$ cat config.mk
export PLATFORM = sky130hd
export DESIGN_NAME = pipe_stage_reg
export DESIGN_NICKNAME = d
export VERILOG_FILES = /design/src/rtl/pipe_stage_reg.sv
export SDC_FILE = /design/constraint.sdc
export NUM_CORES = 1
export LEC_CHECK = 0
export ABC_AREA = 1
export CORE_UTILIZATION = 50
export DETAILED_ROUTE_END_ITERATION = 8
export PLACE_DENSITY = 0.8
export SYNTH_ARGS = -nofsm -noshare
export SYNTH_HDL_FRONTEND = slang
export SYNTH_SLANG_ARGS = --single-unit
$ cat constraint.sdc
create_clock -name clk -period 2.8 [get_ports clk]
set_clock_uncertainty 0.05 [all_clocks]
set_input_delay 0.42 -clock clk [delete_from_list [all_inputs] [get_ports clk]]
set_output_delay 0.42 -clock clk [all_outputs]
set_load 0.1 [all_outputs]
$ cat src/rtl/pipe_stage_reg.sv
`default_nettype none
// ---------------------------------------------------------------------------
// pipe_stage_reg : handshaked pipeline boundary register, optional skid entry
// Revision 1.0
// ---------------------------------------------------------------------------
module pipe_stage_reg #(
  parameter int               WIDTH      = 32,
  parameter int               SKID       = 1,
  parameter logic [WIDTH-1:0] RESET_DATA = '0
) (
  input  logic             clk,
  input  logic             rst_n,
  input  logic             flush,
  input  logic             in_valid,
  output logic             in_ready,
  input  logic [WIDTH-1:0] in_data,
  output logic             out_valid,
  input  logic             out_ready,
  output logic [WIDTH-1:0] out_data,
  output logic [1:0]       occupancy
);

  localparam logic [1:0] ST_EMPTY = 2'd0;
  localparam logic [1:0] ST_ONE   = 2'd1;
  localparam logic [1:0] ST_FULL  = 2'd2;

  logic [1:0]       r_state;
  logic [1:0]       w_next_state;
  logic [WIDTH-1:0] r_main_data;
  logic [WIDTH-1:0] w_skid_data;
  logic             w_in_fire;
  logic             w_out_fire;
  logic             w_load_main_in;
  logic             w_load_main_skid;

  assign w_in_fire  = in_valid && in_ready;
  assign w_out_fire = out_valid && out_ready;

  always_ff @(posedge clk or negedge rst_n) begin
    if (!rst_n) begin
      r_state <= ST_EMPTY;
    end else begin
      r_state <= w_next_state;
    end
  end

  always_comb begin
    w_next_state = r_state;
    if (flush) begin
      w_next_state = ST_EMPTY;
    end else begin
      case (r_state)
        ST_EMPTY: if (w_in_fire) w_next_state = ST_ONE;
        ST_ONE: begin
          if (w_in_fire && !w_out_fire) begin
            w_next_state = (SKID != 0) ? ST_FULL : ST_ONE;
          end else if (w_out_fire && !w_in_fire) begin
            w_next_state = ST_EMPTY;
          end
        end
        ST_FULL:  if (w_out_fire) w_next_state = ST_ONE;
        default:  w_next_state = ST_EMPTY;
      endcase
    end
  end

  always_comb begin
    out_valid = (r_state != ST_EMPTY);
    occupancy = r_state;
    out_data  = r_main_data;
  end

  // Incoming data goes straight to M when M is free or being drained this cycle
  assign w_load_main_in   = w_in_fire && ((r_state == ST_EMPTY) || w_out_fire);
  assign w_load_main_skid = (r_state == ST_FULL) && w_out_fire;

  always_ff @(posedge clk or negedge rst_n) begin
    if (!rst_n) begin
      r_main_data <= RESET_DATA;
    end else if (w_load_main_skid) begin
      r_main_data <= w_skid_data;
    end else if (w_load_main_in) begin
      r_main_data <= in_data;
    end
  end

  generate
    if (SKID != 0) begin : g_skid
      logic [WIDTH-1:0] r_skid_data;
      logic             w_load_skid;

      assign w_load_skid = w_in_fire && (r_state == ST_ONE) && !w_out_fire;

      always_ff @(posedge clk or negedge rst_n) begin
        if (!rst_n) begin
          r_skid_data <= RESET_DATA;
        end else if (w_load_skid) begin
          r_skid_data <= in_data;
        end
      end

      assign w_skid_data = r_skid_data;
      // Pure function of registered state: no path from out_ready
      assign in_ready    = (r_state != ST_FULL);
    end else begin : g_no_skid
      assign w_skid_data = RESET_DATA;
      assign in_ready    = !out_valid || out_ready;
    end
  endgenerate

endmodule
`default_nettype wire

==> run metrics <==
outcome=completed; Async SR Flop Fraction=100.0%; number of synthesized flops with an enable pin=0; Final GP Congestion=around 0.71; maximum vdd drop=420.5 uV; Yosys Warn Count=0; Syn Inst Count=367; DP HPWL=~4000 um; top_reg_cell synth=dfrtp_1; NetSw=1.445 mW; Final setup viols=0; DRC=0; clock sinks=66; Vias=2495; Max-Slew Margin vs Limit=55.81%; CTS tree=done; Comb power frac=37.9%; Avg Inst Size Synth=approximately 8.5 um2; CTS root buf=clkbuf_8; first-pass iteration count of the detailed router=4; post-synth cell types=22; ANT cells=0; Hold WC Path Type=input pin to async pin; # placed instances=between 400 and 500; clock-pin slew on the worst setup and hold paths=0.07 ns; Seq/Total Area, Yosys=52.99%; Post-CTS Resized=0; CP max-delay cell=dfrtp_1; Core Box Area=0.005956 mm2; Starting Density=52.33%; Net Count, Synth=404; Final Non-Filler Cells=514; Post-DRT Antenna Nets=0; hold_buf cts=0; Slew @ Worst Pin=between 0.6 and 0.7 ns; # port buffers=72; IO Pins=73; total track usage=21.29%; clock network power share=about a quarter; Worst-Skew Late Latency=0.34 ns; number of fill cells in the layout=518; leading area contributor after synthesis=dfrtp_1; max-cap violations=0; top-count cell post-synth=nand2_1; Vias/cell=4.854; slowest cell delay on critical path=around 0.47 ns; Sequential Power Share=~38%; Die ar.=approximately 0.0066 mm2; synth top area cells=dfrtp_1 53%, nand2_1 8.3%, inv_1 8.1%; clock buffer depth=2; Area Overhead vs Synth=26.90%; Tcrit/Tclk final=65.26%; antenna violations before repair=0; sw frac=a little over two fifths; fmax=0.5473 GHz; Hold Fails Final Rpt=0; CTS H-Tree Depth=3; row count=28; first-pass GRT wire length=~11000 um; register bit total from synthesis=66; critical-path cell list=inv_1 -> nand2_2 -> buf_4; Congestion Overflow GR=0; Worst Path Max Fanout=5; RSZ-0062 raised after global routing=false; Final nets=about 470; Setup Fix Bufs, Post-CTS=0; initial DRC count=126; Die H=80.95 um; Leak=2.099 nW; arrival time worst endpoint=1.36 ns; share of layout cells above drive strength 1=between 10% and 20%; CTS Buf Count=9; Crit. End Element=output pin; R2R cell count=7; count of pins over their slew limit=0; Die W=80.95 um; vias in the first global route=roughly 2300; Critical Path Source Type=flop; Routed WL=between 6000 and 7000 um; CP required=between 2 and 2.5 ns; critical setup path kind=flop to output pin; PD cells=875.7 mW/mm2; Synth Cell Area=0.003117 mm2; most instantiated cells after synthesis=69 x nand2_1, 67 x inv_1, 66 x dfrtp_1, 34 x o21ai_0, 27 x nor2_1; top-area cell type share of the netlist area=52.99%; drt wl/cell=11.87 um; final worst path period need=1.827 ns; largest net degree at the start of global routing=65; setup TNS=0 ns; Power Internal=2.019 mW
-- through the flow --
stage | utilization (%) | cell area (um2) | power [mW] | worst slack, ns | hold slack, ns
2_1_floorplan | - | 3117 | 2.344 | 0.4901 | 0.07441
3_3_place_gp | 62.71 | 3735 | 2.616 | 0.7682 | 0.4082
3_5_place_dp | 62.71 | 3735 | 2.654 | 0.6614 | 0.4244
4_1_cts | 66.41 | 3955 | 3.500 | 0.9620 | 0.07292
5_1_grt | 66.41 | 3955 | 3.667 | 0.8460 | 0.1061
6_report | 66.41 | 3955 | 3.463 | 0.9728 | 0.06409
-- per-layer routing --
metal	track usage, %	vias up	wire length (um)
met5	0	-	0
met4	8.571	0	83
met3	4.270	8	335
met2	32.77	73	2899
met1	29.40	1151	2784
li1	-	1263	-
-- cells in the final DEF, fill, tap and decap left out --
cell / count
a21oi_1: 25
a22oi_4: 1
buf_12: 2
buf_2: 1
buf_4: 37
clkbuf_8: 16
clkdlybuf4s50_1: 35
dfrtp_1: 66
inv_1: 67
inv_2: 3
nand2_1: 69
nand2_2: 1
nand2_4: 2
nand3_1: 11
nand4_1: 2
nor2_1: 27
o211ai_1: 1
o21ai_0: 34
o21ai_1: 13
o21ai_2: 18
or2_0: 4
or2_2: 4
-- worst max-delay path, delay by kind of cell, from the launching register on --
| kind | cells | cell delay, ns |
|---|---|---|
| buffers and inverters | 2 | 0.44 |
| flip-flops | 1 | 0.47 |
| AND/OR/NAND/NOR | 1 | 0.11 |
-- final cells by class --
type | instances | area (um2) | area share, %
inverter | 70 | 262.8 | 6.643
tap | 75 | 93.84 | 2.373
timing repair buffer | 75 | 673.1 | 17.02
clock buffer | 16 | 220.2 | 5.568
sequential | 66 | 1652 | 41.76
multi-input combinational | 212 | 1054 | 26.64
-- power by group through the flow --
stage               clock, mW  sequential (mW)  combinational [mW]
floorplan                   0             1.94               0.404
global placement            0             1.32                1.30
detailed placement          0             1.33                1.32
CTS                     0.856             1.32                1.33
global route            0.903             1.35                1.42
finish                  0.835             1.31                1.31
-- worst paths after layout --
check / from / to / slack [ns]
max: occupancy[1] / out_valid / 0.97
min: rst_n / out_data[24] / 0.06
max reg2reg: occupancy[0] / out_data[2] / 1.04
min reg2reg: g_skid.r_skid_data[5] / g_skid.r_skid_data[5] / 0.44
max in group asynchronous: rst_n / g_skid.r_skid_data[16] / 2.00
min in group clk: g_skid.r_skid_data[5] / g_skid.r_skid_data[5] / 0.44
-- cells by family (layout without fill, tap and decap cells) --
family          after synthesis  in the layout  share of synthesized area (%)
flops                        66             66                          52.99
buf+inv                      89            161                          13.21
compound gates               92             92                          17.54
simple gates                120            120                          16.26
-- state kept, by name (all words and copies together), names as in the netlist --
signal              cells
g_skid.r_skid_data     32
out_data               32
occupancy               2
(Power assumes the default switching activity.)
